## config.mk

```make
export PLATFORM = sky130hd
export DESIGN_NAME = serial_word_rx_flat
export DESIGN_NICKNAME = d
export VERILOG_FILES = /design/src/rtl/serial_word_rx_pkg.sv /design/src/rtl/serial_word_rx_if.sv /design/src/rtl/serial_word_rx_sipo.sv /design/src/rtl/serial_word_rx.sv /design/src/flat_wrapper.sv
export SDC_FILE = /design/constraint.sdc
export NUM_CORES = 1
export LEC_CHECK = 0
export ABC_AREA = 1
export BUFFER_PORTS_ARGS = -buffer_cell sky130_fd_sc_hd__buf_2
export CORE_ASPECT_RATIO = 1.25
export CORE_MARGIN = 8
export CORE_UTILIZATION = 40
export CTS_BUF_LIST = sky130_fd_sc_hd__clkbuf_16
export CTS_CLUSTER_SIZE = 8
export DETAILED_ROUTE_END_ITERATION = 16
export PLACE_DENSITY = 0.72
export SYNTH_ARGS = -nofsm -noshare
export SYNTH_HDL_FRONTEND = slang
export SYNTH_HIERARCHICAL = 1
export SYNTH_SLANG_ARGS = --single-unit
```

## constraint.sdc

```tcl
create_clock -name Clk -period 1.4 [get_ports Clk]
set_input_delay 0.07 -clock Clk [delete_from_list [all_inputs] [get_ports Clk]]
set_output_delay 0.07 -clock Clk [all_outputs]
set_load 0.05 [all_outputs]
```

## src/rtl/serial_word_rx_pkg.sv

```systemverilog
// Shared state encoding and helper functions for the serial word receiver.
package serial_rx_pkg;

  typedef enum logic [1:0] {
    IDLE = 2'd0,
    RECV = 2'd1,
    PAR  = 2'd2,
    HOLD = 2'd3
  } rx_state_t;

  function automatic int cnt_w(input int width);
    return $clog2(width + 1);
  endfunction

  // Even parity: the data bits plus the parity bit must XOR to zero.
  function automatic logic even_parity_err(input logic [31:0] word, input logic par_bit);
    return (^word) ^ par_bit;
  endfunction

endpackage

```

## src/rtl/serial_word_rx_if.sv

```systemverilog
// Serial input and parallel valid/ready output bundle of serial_word_rx.
interface serial_word_rx_if #(
  parameter int WIDTH = 8
);
  logic             Start;
  logic             Bit_In;
  logic             Bit_Valid;
  logic             Out_Ready;
  logic [WIDTH-1:0] Data_Out;
  logic             Out_Valid;
  logic             Busy;
  logic             Overrun;
  logic             Parity_Err;

  modport master (
    output Start, Bit_In, Bit_Valid, Out_Ready,
    input  Data_Out, Out_Valid, Busy, Overrun, Parity_Err
  );

  modport slave (
    input  Start, Bit_In, Bit_Valid, Out_Ready,
    output Data_Out, Out_Valid, Busy, Overrun, Parity_Err
  );
endinterface

```

## src/rtl/serial_word_rx_sipo.sv

```systemverilog
// Right-shift (LSB-first) serial-in register with synchronous clear and shift enable.
// Its next-state value is exposed so the owner can capture a word on the final shift edge.
module sipo_shift_reg #(
  parameter int WIDTH = 8
) (
  input  logic             Clk,
  input  logic             Reset,
  input  logic             clr,
  input  logic             shift_en,
  input  logic             bit_in,
  output logic [WIDTH-1:0] sr_next
);

  logic [WIDTH-1:0] sr_q;
  logic [WIDTH-1:0] sr_d;

  always_comb begin
    sr_d = sr_q;
    if (clr) begin
      sr_d = {WIDTH{1'b0}};
    end else if (shift_en) begin
      sr_d = {bit_in, sr_q[WIDTH-1:1]};
    end else begin
      sr_d = sr_q;
    end
  end

  always_ff @(posedge Clk or posedge Reset) begin
    if (Reset) begin
      sr_q <= {WIDTH{1'b0}};
    end else begin
      sr_q <= sr_d;
    end
  end

  assign sr_next = sr_d;

endmodule

```

## src/rtl/serial_word_rx.sv

```systemverilog
// LSB-first serial word receiver with a valid/ready parallel output.
// Define PARITY_CHECK_EN to add a trailing even-parity bit per frame.
module serial_word_rx #(
  parameter int WIDTH = 8
) (
  input logic             Clk,
  input logic             Reset,
  serial_word_rx_if.slave bus
);
  import serial_rx_pkg::*;

  localparam int            CW   = cnt_w(WIDTH);
  localparam logic [CW-1:0] LAST = CW'(WIDTH - 1);
  localparam logic [CW-1:0] ONE  = CW'(1);

  rx_state_t        state_q, state_d;
  logic [CW-1:0]    cnt_q, cnt_d;
  logic [WIDTH-1:0] data_q, data_d;
  logic             valid_q, valid_d;
  logic             overrun_q, overrun_d;
  logic [WIDTH-1:0] sr_next;
  logic             sr_clr;
  logic             sr_shift;
`ifdef PARITY_CHECK_EN
  logic             perr_q, perr_d;
`endif

  // A Start refused in HOLD must not disturb the word being presented.
  assign sr_clr   = bus.Start && ((state_q != HOLD) || bus.Out_Ready);
  assign sr_shift = (state_q == RECV) && bus.Bit_Valid && !bus.Start;

  sipo_shift_reg #(.WIDTH(WIDTH)) u_sipo (
    .Clk      (Clk),
    .Reset    (Reset),
    .clr      (sr_clr),
    .shift_en (sr_shift),
    .bit_in   (bus.Bit_In),
    .sr_next  (sr_next)
  );

  always_comb begin
    state_d   = state_q;
    cnt_d     = cnt_q;
    data_d    = data_q;
    valid_d   = valid_q;
    overrun_d = overrun_q;
`ifdef PARITY_CHECK_EN
    perr_d    = perr_q;
`endif
    case (state_q)
      IDLE: begin
        if (bus.Start) begin
          state_d = RECV;
          cnt_d   = {CW{1'b0}};
        end else begin
          state_d = IDLE;
        end
      end
      RECV: begin
        if (bus.Start) begin
          cnt_d = {CW{1'b0}};
        end else if (bus.Bit_Valid) begin
          if (cnt_q == LAST) begin
            cnt_d = {CW{1'b0}};
`ifdef PARITY_CHECK_EN
            state_d = PAR;
`else
            data_d  = sr_next;
            valid_d = 1'b1;
            state_d = HOLD;
`endif
          end else begin
            cnt_d = cnt_q + ONE;
          end
        end else begin
          cnt_d = cnt_q;
        end
      end
`ifdef PARITY_CHECK_EN
      PAR: begin
        if (bus.Start) begin
          state_d = RECV;
          cnt_d   = {CW{1'b0}};
        end else if (bus.Bit_Valid) begin
          data_d  = sr_next;
          perr_d  = even_parity_err(32'(sr_next), bus.Bit_In);
          valid_d = 1'b1;
          state_d = HOLD;
        end else begin
          state_d = PAR;
        end
      end
`endif
      HOLD: begin
        if (bus.Out_Ready) begin
          valid_d = 1'b0;
`ifdef PARITY_CHECK_EN
          perr_d  = 1'b0;
`endif
          if (bus.Start) begin
            state_d = RECV;
            cnt_d   = {CW{1'b0}};
          end else begin
            state_d = IDLE;
          end
        end else begin
          if (bus.Start) begin
            overrun_d = 1'b1;
          end else begin
            overrun_d = overrun_q;
          end
        end
      end
      default: begin
        state_d = IDLE;
        cnt_d   = {CW{1'b0}};
        valid_d = 1'b0;
      end
    endcase
  end

  always_ff @(posedge Clk or posedge Reset) begin
    if (Reset) begin
      state_q   <= IDLE;
      cnt_q     <= {CW{1'b0}};
      data_q    <= {WIDTH{1'b0}};
      valid_q   <= 1'b0;
      overrun_q <= 1'b0;
`ifdef PARITY_CHECK_EN
      perr_q    <= 1'b0;
`endif
    end else begin
      state_q   <= state_d;
      cnt_q     <= cnt_d;
      data_q    <= data_d;
      valid_q   <= valid_d;
      overrun_q <= overrun_d;
`ifdef PARITY_CHECK_EN
      perr_q    <= perr_d;
`endif
    end
  end

  assign bus.Data_Out  = data_q;
  assign bus.Out_Valid = valid_q;
  assign bus.Busy      = (state_q == RECV) || (state_q == PAR);
  assign bus.Overrun   = overrun_q;
`ifdef PARITY_CHECK_EN
  assign bus.Parity_Err = perr_q;
`else
  assign bus.Parity_Err = 1'b0;
`endif

endmodule
```

## src/flat_wrapper.sv

```systemverilog
// flat-port wrapper written by rule: the top's interface ports become plain ports
module serial_word_rx_flat import serial_rx_pkg::*;
#(
  parameter int WIDTH = 8
)
  (Clk, Reset, bus_Start, bus_Bit_In, bus_Bit_Valid, bus_Out_Ready, bus_Data_Out, bus_Out_Valid, bus_Busy, bus_Overrun, bus_Parity_Err);
  serial_word_rx_if #(.WIDTH(WIDTH)) bus_i ();
  input logic Clk;
  input logic Reset;
  input wire logic [$bits(bus_i.Start)-1:0] bus_Start;
  input wire logic [$bits(bus_i.Bit_In)-1:0] bus_Bit_In;
  input wire logic [$bits(bus_i.Bit_Valid)-1:0] bus_Bit_Valid;
  input wire logic [$bits(bus_i.Out_Ready)-1:0] bus_Out_Ready;
  output wire logic [$bits(bus_i.Data_Out)-1:0] bus_Data_Out;
  output wire logic [$bits(bus_i.Out_Valid)-1:0] bus_Out_Valid;
  output wire logic [$bits(bus_i.Busy)-1:0] bus_Busy;
  output wire logic [$bits(bus_i.Overrun)-1:0] bus_Overrun;
  output wire logic [$bits(bus_i.Parity_Err)-1:0] bus_Parity_Err;
  assign bus_i.Start = bus_Start;
  assign bus_i.Bit_In = bus_Bit_In;
  assign bus_i.Bit_Valid = bus_Bit_Valid;
  assign bus_i.Out_Ready = bus_Out_Ready;
  assign bus_Data_Out = bus_i.Data_Out;
  assign bus_Out_Valid = bus_i.Out_Valid;
  assign bus_Busy = bus_i.Busy;
  assign bus_Overrun = bus_i.Overrun;
  assign bus_Parity_Err = bus_i.Parity_Err;
  serial_word_rx #(.WIDTH(WIDTH)) u_core (.Clk(Clk), .Reset(Reset), .bus(bus_i));
endmodule
```

### Yosys cells after proc, flatten, opt, wreduce, memory -nomap -nowiden

Cells that the tools add are included.

| storage, ports and cells | value |
|---|---|
| input port bits | 6 |
| logic and storage cells | 51 |
| register bits after elaboration | 24 |
| output and inout port bits | 12 |

| operators by class | value |
|---|---|
| mux-type cells | 19 |
| eq/ne operators | 10 |
| reductions and logical operators | 12 |
| bitwise gates (word level) | 3 |
| add/sub/neg operators | 1 |

Operators with widths:

| operator | count |
|---|---|
| two-way mux 4 bit | 5 |
| two-way mux 8 bit | 2 |
| case mux 4 bit (3 select lines) | 1 |
| two-way mux 2 bit | 4 |
| inequality test 2 bit (second input constant) | 4 |
| AND reduction 4 bit | 2 |
| case mux 2 bit (3 select lines) | 1 |
| two-way mux 1 bit | 5 |
| AND reduction 5 bit | 1 |
| adder 4 x 1 -> 4 bit (second input constant) | 1 |
| equality test 2 bit (second input constant) | 2 |
| equality test 4 x 3 -> 1 bit (second input constant) | 1 |
| logical AND 1 bit | 3 |
| inequality test 3 bit (second input constant) | 1 |
| NOT 1 bit | 3 |
| case mux 1 bit (3 select lines) | 1 |
| AND reduction 3 bit | 1 |
| equality test 2 x 1 -> 1 bit (second input constant) | 1 |
| zero test 2 bit | 1 |
| logical OR 1 bit | 2 |
| inequality test 2 x 1 -> 1 bit (second input constant) | 1 |
| AND reduction 2 bit | 1 |
| zero test 1 bit | 1 |

### Longest topological paths before layout

Gate-level depths: netlist (run 1).

| depth | value |
|---|---|
| depth in word-level cells | 5 |
| depth in mapped cells | 11 |

### Modules after synthesis

The synthesis (run 1) kept the hierarchy.

By module, submodules not included:

| module | instances | cells each | area each (µm²) | seq. area each (µm²) |
|---|---|---|---|---|
| serial_word_rx | 1 | 107 | 912.1 | 400.4 |
| sipo_shift_reg | 1 | 52 | 386.6 | 200.2 |

### Least setup slack after synthesis (run 1)

OpenSTA, ideal clock, no wires.

| timing path | value |
|---|---|
| kind | register -> register |
| start point | reg u_core.state_q[0] |
| end point | reg u_core.cnt_q[0] |
| stages on the path, launching flop included | 9 |
| required time | 1.335 ns |
| path slack | -0.249 ns |
| setup time | 0.065 ns |
| arrival | 1.584 ns |
| clock period less this slack | 1.649 ns |
| buffers on the path | 0 |
| path through | dfrtp_1 -> inv_1 -> ha_1 -> inv_1 -> nand2_1 -> nand3_1 -> nor2_1 -> nand2_1 -> nand2_1 |

| between the ends | value |
|---|---|
| word-level cells in the longest chain between the ends | 3 |
| elaborated cells on any way between the ends | 7 |

RTL lines:

| item | line | RTL |
|---|---|---|
| start: declaration | serial_word_rx.sv:16 | `rx_state_t state_q, state_d;` |
| start signal: assignment | serial_word_rx.sv:133 | `state_q <= state_d;` |
| equality test 2 x 1 -> 1 bit / equality test 2 bit (equally long branches) | serial_word_rx.sv:50 | `case (state_q)` |
| inequality test 3 bit (no line) / inequality test 2 bit (equally long branches) | -- |  |
| AND reduction 2 bit (no line) | -- |  |
| end signal: assignment | serial_word_rx.sv:125 | `cnt_q <= {CW{1'b0}};` |
| end signal: assignment | serial_word_rx.sv:134 | `cnt_q <= cnt_d;` |
| end: declaration | serial_word_rx.sv:17 | `logic [CW-1:0] cnt_q, cnt_d;` |

Several ways; a longest one is shown, not always the timed one.
A chain may end at the register's enable or synchronous reset.

### Worst setup path in the final report (run 1)

| timing path | value |
|---|---|
| start point | reg u_core.state_q[1] |
| end point | reg u_core.cnt_q[0] |

Same word-level chain as after synthesis.

==> flow_metrics.env, run 1 <==
export IMPL_drtIter0Drc=50
export IMPL_crit_type="reg -> reg"
export IMPL_placed_area_um2=1490
export IMPL_drc=0
export IMPL_fp_dieH_um=79.7
export IMPL_fin_crit_ns=1.44
export IMPL_numCtsBuffers=3
export IMPL_synthAdderAreaFrac_pct=5.78
export IMPL_top_usage_layer="met2"
export IMPL_routed_wirelength_um=2910
export IMPL_worst_ir_drop_vdd_mv=1.01
export IMPL_synth_mux_area_share_pct=0
export IMPL_drive_above_1_share_pct=45.7
export IMPL_cts_tree="yes"
export IMPL_synth_nets=171
export IMPL_finalSetupViolCount=4
export IMPL_rsz0062_at_grt="true"
export IMPL_drt_vias_per_instance=4.67
export IMPL_wl_per_cell_um=12.9
export IMPL_synth_xor_area_share_pct=0.674
export IMPL_cts_sinks=24
export IMPL_cp_required_ns=1.59
export IMPL_die_area_um2=5340
export IMPL_hold_path_class="in -> reg"
export IMPL_use_met1_pct=13.2
export IMPL_dr_pass1_iters=4
export IMPL_h_tree_depth=1
export IMPL_outcome="finished with violations"
export IMPL_gp_congestion=0.775
export IMPL_setup_ws_ns=-0.0419
export IMPL_fin_skew_ns=0.00340
export IMPL_synth_seq_cells=24
export IMPL_critPathLaunchType="flip-flop"
export IMPL_synth_area_um2=1300
export IMPL_start_util_pct=41.0
export IMPL_nets=201
export IMPL_syn_avg_cell_area_um2=8.17
export IMPL_worstPathArrival_ns=1.63
export IMPL_power_density_nw_per_um2=1640
export IMPL_seq_area_um2=602
export IMPL_synthCells=159
export IMPL_grtUsageMet2_pct=18.2
export IMPL_grt_pass1_vias=996
export IMPL_coreArea_um2=3170
export IMPL_globalRouteMet3Util_pct=2.67
export IMPL_grt_overflow_total=0
export IMPL_ios=18
export IMPL_diodes=0
export IMPL_antenna_found_initial=0
export IMPL_antenna_left=0
export IMPL_synth_top_family_by_area="simple AND/OR/NAND/NOR gates"
export IMPL_fill_cells=279
export IMPL_ctsRootBufferMaster="clkbuf_16"
export IMPL_violations="setup timing"
export IMPL_track_usage_pct=10.9
export IMPL_power_static_leakage_uw=0.000862
export IMPL_route_vias_total=1051
export IMPL_cts_path_max_buffers=2
export IMPL_post_route_util_pct=55.5
export IMPL_grt_max_degree=17
export IMPL_ys_warn_count=6
export IMPL_syn_to_final_growth_pct=35.4
export IMPL_endpoint_kind="flip-flop"
export IMPL_synth_compound_area_share_pct=8.09
export IMPL_fmax_ghz=0.694
export IMPL_hold_viol=0
export IMPL_portBuffers=16
export IMPL_synth_simple_gate_area_share_pct=27.0
export IMPL_fin_crit_sh_pct=103
export IMPL_path_max_fanout=7
export IMPL_clk_pin_slew_ns=0.06
export IMPL_multi_input_area_um2=683
export IMPL_chipWidth_um=67.0
export IMPL_clk_insertion_delay_late_ns=0.26
export IMPL_yosysSeqAreaShare_pct=46.2
export IMPL_synth_distinct_cells=22
export IMPL_drv_cap=0
export IMPL_slew_violations=0
export IMPL_hpwlAfterDp_um=1950
export IMPL_std_cell_rows=23
export IMPL_grt_pass1_wl_um=4600
export IMPL_final_cell_area_um2=1760
worst paths after layout:
path                               startpoint                     end  slack (ns)  cells after the start
min                                bus_Bit_In   u_core/u_sipo/sr_q[7]        0.16                      5
max reg2reg                 u_core/state_q[1]         u_core/cnt_q[0]       -0.04                      9
min in group asynchronous               Reset   u_core/u_sipo/sr_q[5]        0.31                      3
max in group asynchronous               Reset  u_core/bus.Data_Out[0]        0.60                      4
min reg2reg                u_core/bus.Overrun      u_core/bus.Overrun        0.48                      1
max                         u_core/state_q[1]         u_core/cnt_q[0]       -0.04                      9
logic make-up after synthesis:
kind of cell,after synthesis
other cells,1
compound gates,14
buf+inv,34
simple gates,79
xor+xnor,1
flops,24
fa+ha+maj,6
critical path, stage by stage, from the launching register on:
cell and delay (ns):
dfrtp_1 0.40, inv_2 0.08, buf_6 0.12, ha_4 0.27
inv_2 0.04, nand2_2 0.09, nand3_4 0.13, nor2_4 0.12
nand2_1 0.06, nand2_1 0.07
report_power, final:
group / internal (uW) / leakage, uW / total (uW) / switching [uW]
sequential: 789 / 0.000326 / 879 / 90.5
clock: 568 / 0.0000511 / 808 / 240
combinational: 466 / 0.000485 / 1190 / 725
total: 1820 / 0.000862 / 2880 / 1060
layout by cell type, fill, tap and decap left out, drive strengths merged:
cell type / count
nor2: 23
buf: 28
bufinv: 1
nand4: 3
nand2: 47
dlygate4sd3: 1
dfrtp: 24
ha: 6
nand3: 5
inv: 30
conb: 1
or2: 1
o21bai: 2
o21ai: 12
xor2: 1
clkbuf: 3
registers in the layout (all words and copies together) (netlist names):
signal,flops
u_core/bus.Data_Out,8
u_core/u_sipo/sr_q,8
u_core/cnt_q,4
u_core/state_q,2
u_core/bus.Out_Valid,1
u_core/bus.Overrun,1
through the flow:
step / instances / setup TNS, ns / power [uW] / setup slack, ns / hold slack [ns]
CTS: 222 / -0.0396 / 2710 / -0.0210 / 0.161
global placement: 216 / -0.267 / 1770 / -0.0887 / 0.0442
floorplan: 159 / -0.0105 / 1590 / -0.00508 / -0.114
finish: 225 / -0.0889 / 2880 / -0.0419 / 0.155
global route: 225 / -0.901 / 3040 / -0.0987 / 0.196
detailed placement: 216 / -0.429 / 1790 / -0.101 / 0.0466
synth_stat cells:
cell type   n  share of area [%]
nand3_1     5                1.9
nor2_2      3                1.4
nand4_1     2               0.96
dfrtp_1    24                 46
nor2_1     19                5.5
or2_2       1               0.48
clkinv_2    1               0.38
buf_4       1               0.58
conb_1      1               0.29
inv_1      28                8.1
ha_1        6                5.8
o21ai_2     8                5.4
o21ai_0     3                1.2
nand2_2     3                1.4
nor2_4      1               0.87
inv_2       1               0.29
o21ai_1     1               0.38
nand2_1    44                 13
o21bai_1    2                1.2
buf_6       3                2.6
nand4_4     1                1.6
xor2_1      1               0.67
cell type report:
type                            count  area share [%]
Multi-Input combinational cell    101            38.9
Sequential cell                    24            34.2
Timing Repair Buffer               29            11.7
Inverter                           30            6.55
Clock buffer                        3            4.27
Tap cell                           37            2.63
Clock inverter                      1            1.71
timing repair:
action                                  CTS  global route
endpoints found under the setup margin   15            24
gates resized for setup                  11            34
pin swaps                                 1            15
hold buffers                              1             0
endpoints found under the hold margin    17             0
gates cloned                              0             1
setup buffers                             1             2
layer usage:
| layer | up-vias | share of wire [%] |
|---|---|---|
| met5 | - | 0 |
| met4 | 0 | 1.9 |
| met3 | 6 | 4.9 |
| met2 | 20 | 50 |
| met1 | 488 | 43 |
| li1 | 537 | - |
(Power assumes the default switching activity.)
==> run 2: changes to the inputs <==
--- a/config.mk
+++ b/config.mk
@@ -13,7 +13,7 @@
 export CTS_BUF_LIST = sky130_fd_sc_hd__clkbuf_16
 export CTS_CLUSTER_SIZE = 8
 export DETAILED_ROUTE_END_ITERATION = 16
-export PLACE_DENSITY = 0.72
+export PLACE_DENSITY = 0.7
 export SYNTH_ARGS = -nofsm -noshare
 export SYNTH_HDL_FRONTEND = slang
 export SYNTH_HIERARCHICAL = 1
==> constraint.sdc (replaced) <==
create_clock -name Clk -period 1.83 [get_ports Clk]
set_input_delay 0.0915 -clock Clk [delete_from_list [all_inputs] [get_ports Clk]]
set_output_delay 0.0915 -clock Clk [all_outputs]
set_load 0.05 [all_outputs]
==> run 2 against run 1 <==
  * The run now ends clean
  * Global-route usage fell by 1.2 points
  * Clock power fell by 24%
  * Sequential cell count did not move
  * Register-to-register slack improved by 0.31 ns
  * First-iteration DRC count fell by 74%
  * Final cell count fell by 4.9%
  * Sequential share of layout area rose by 5.6 points
  * Total power fell by 35%
  * Core utilization fell by 7.9 points
  * Critical path type unchanged
  * Critical endpoint is now u_core/bus.Data_Out[7]
==> flow_metrics.env, run 2 (same netlist as run 1, synthesis figures left out) <==
export IMPL_fin_crit_sh_pct=85.1
export IMPL_ios=18
export IMPL_postCtsSetupBuffers=0
export IMPL_diodes=0
export IMPL_cpMostUsedCell="nor2_1"
export IMPL_fp_dieH_um=79.7
export IMPL_drive_above_1_share_pct=22.6
export IMPL_crit_type="reg -> reg"
export IMPL_critPathLaunchType="flip-flop"
export IMPL_outcome="completed"
export IMPL_fin_skew_ns=0.00285
export IMPL_hpwlAfterDp_um=1750
export IMPL_worst_hold_slack_ns=0.146
export IMPL_grtUsageMet2_pct=15.4
export IMPL_track_usage_pct=9.70
export IMPL_endpoint_kind="flip-flop"
export IMPL_wl_per_cell_um=10.6
export IMPL_setup_ws_ns=0.272
export IMPL_critPathBufInv=3
export IMPL_drv_cap=0
export IMPL_layout_cells_most_common="nand2_1"
export IMPL_antenna_left=0
export IMPL_cp_required_ns=2.01
export IMPL_ctsRootBufferMaster="clkbuf_16"
export IMPL_placed_area_um2=1390
export IMPL_cts_path_max_buffers=2
export IMPL_worst_ir_drop_vdd_mv=0.853
export IMPL_cts_tree="yes"
export IMPL_cts_sinks=24
export IMPL_crit_slowest_cell="dfrtp_1"
export IMPL_grt_overflow_total=0
export IMPL_clk_insertion_delay_late_ns=0.26
export IMPL_grt_max_degree=17
export IMPL_layout_common_cells="nand2_1 (44), inv_1 (28), dfrtp_1 (24), nor2_1 (19), buf_2 (16)"
export IMPL_worstPathCellList="inv_1 > ha_1 > nand2_1 > nor2_1 > buf_4 > nor2_1 > nor2_1 > inv_1 > o21ai_2"
export IMPL_pwr_share_clk_pct=33.1
export IMPL_chipWidth_um=67.0
export IMPL_std_cell_rows=23
export IMPL_syn_to_final_growth_pct=16.0
export IMPL_path_max_fanout=16
export IMPL_drc=0
export IMPL_power_density_nw_per_um2=1240
export IMPL_swShare_pct=34.9
export IMPL_cp_top_family="flip-flops"
export IMPL_grt_pass1_wl_um=4010
export IMPL_start_util_pct=41.0
export IMPL_drtIter0Drc=13
export IMPL_grt_pass1_vias=920
export IMPL_power_net_switching_uw=650
export IMPL_top_usage_layer="met2"
export IMPL_power_static_leakage_uw=0.000781
export IMPL_post_place_ws_ns=0.278
export IMPL_globalRouteMet3Util_pct=1.40
export IMPL_clk_pin_slew_ns=0.06
export IMPL_finalSetupViolCount=0
export IMPL_dr_pass1_iters=4
export IMPL_routed_wirelength_um=2260
export IMPL_maxSlewHeadroom_pct=58.4
export IMPL_drt_vias_per_instance=4.41
export IMPL_use_met1_pct=11.5
export IMPL_worstPathArrival_ns=1.74
export IMPL_final_cell_area_um2=1510
export IMPL_tns_ns=0
export IMPL_gp_congestion=0.766
export IMPL_fmax_ghz=0.642
export IMPL_hold_path_class="in -> reg"
export IMPL_antenna_found_initial=0
export IMPL_h_tree_depth=1
export IMPL_hold_viol=0
export IMPL_fin_crit_ns=1.56
export IMPL_rsz0062_at_grt="false"
export IMPL_portBuffers=16
export IMPL_power_frac_comb_pct=31.7
export IMPL_nets=190
export IMPL_coreArea_um2=3170
export IMPL_route_vias_total=944
export IMPL_cellInternalPower_uw=1210
export IMPL_slew_violations=0
export IMPL_numCtsBuffers=3
export IMPL_seqPwrFrac_pct=35.1
export IMPL_worst_pin_slew_ns=0.624
export IMPL_crit_path_max_incr_delay_ns=0.40
export IMPL_die_area_um2=5340
[run 2: final timing paths]
kind / startpoint / end / slack (ns) / depth (start not counted)
worst min register to register: u_core/bus.Overrun / u_core/bus.Overrun / 0.47 / 1
worst min-delay path: bus_Out_Ready / u_core/bus.Overrun / 0.15 / 4
min in group asynchronous: Reset / u_core/u_sipo/sr_q[7] / 0.34 / 3
worst max register to register: u_core/state_q[1] / u_core/bus.Data_Out[7] / 0.27 / 9
worst max-delay path: u_core/state_q[1] / u_core/bus.Data_Out[7] / 0.27 / 9
max in group asynchronous: Reset / u_core/bus.Data_Out[7] / 0.96 / 3
[run 2: metal layers]
metal  vias up  wire length [um]  part of all wire (%)
met5         -                 0                     0
met4         0                77                   3.4
met3         5                69                   3.1
met2        15              1110                    49
met1       419              1000                    44
li1        505                 -                     -
[run 2: timing repair]
| item | in CTS | in global routing |
|---|---|---|
| hold endpoints to repair | 24 | 0 |
| hold buffers | 1 | 0 |
| gates resized for setup | 0 | 0 |
[run 2: power by group through the flow]
| stage | sequential [uW] | combinational, uW | clock, uW |
|---|---|---|---|
| finish | 655 | 592 | 617 |
| global route | 663 | 670 | 655 |
| CTS | 656 | 602 | 640 |
| detailed placement | 666 | 596 | 0 |
| global placement | 663 | 589 | 0 |
| floorplan | 693 | 456 | 0 |
[run 2: per-stage QoR]
step	total power, uW	std cells	utilization [%]
after floorplan	1150	159	-
after global placement	1250	209	44.0
after detailed placement	1260	209	44.0
after CTS	1900	214	47.6
after global routing	1990	214	47.6
final	1860	214	47.6
[run 2: cell type report]
| cell class | count | area, um2 |
|---|---|---|
| repair buffers | 18 | 97.6 |
| flip-flops and latches | 24 | 601 |
| fillers | 336 | 1660 |
| well taps | 37 | 46.3 |
| clock inverters | 1 | 30.0 |
| inverters | 30 | 114 |
| clock buffers | 3 | 75.1 |
| multi-input cells | 101 | 543 |
[run 2: worst register-to-register path, stage by stage, from the launching register on]
cell and delay [ns]:
dfrtp_1 0.40, inv_1 0.12, ha_1 0.22, nand2_1 0.06, nor2_1 0.08, buf_4 0.20
nor2_1 0.06, nor2_1 0.15, inv_1 0.07, o21ai_2 0.12
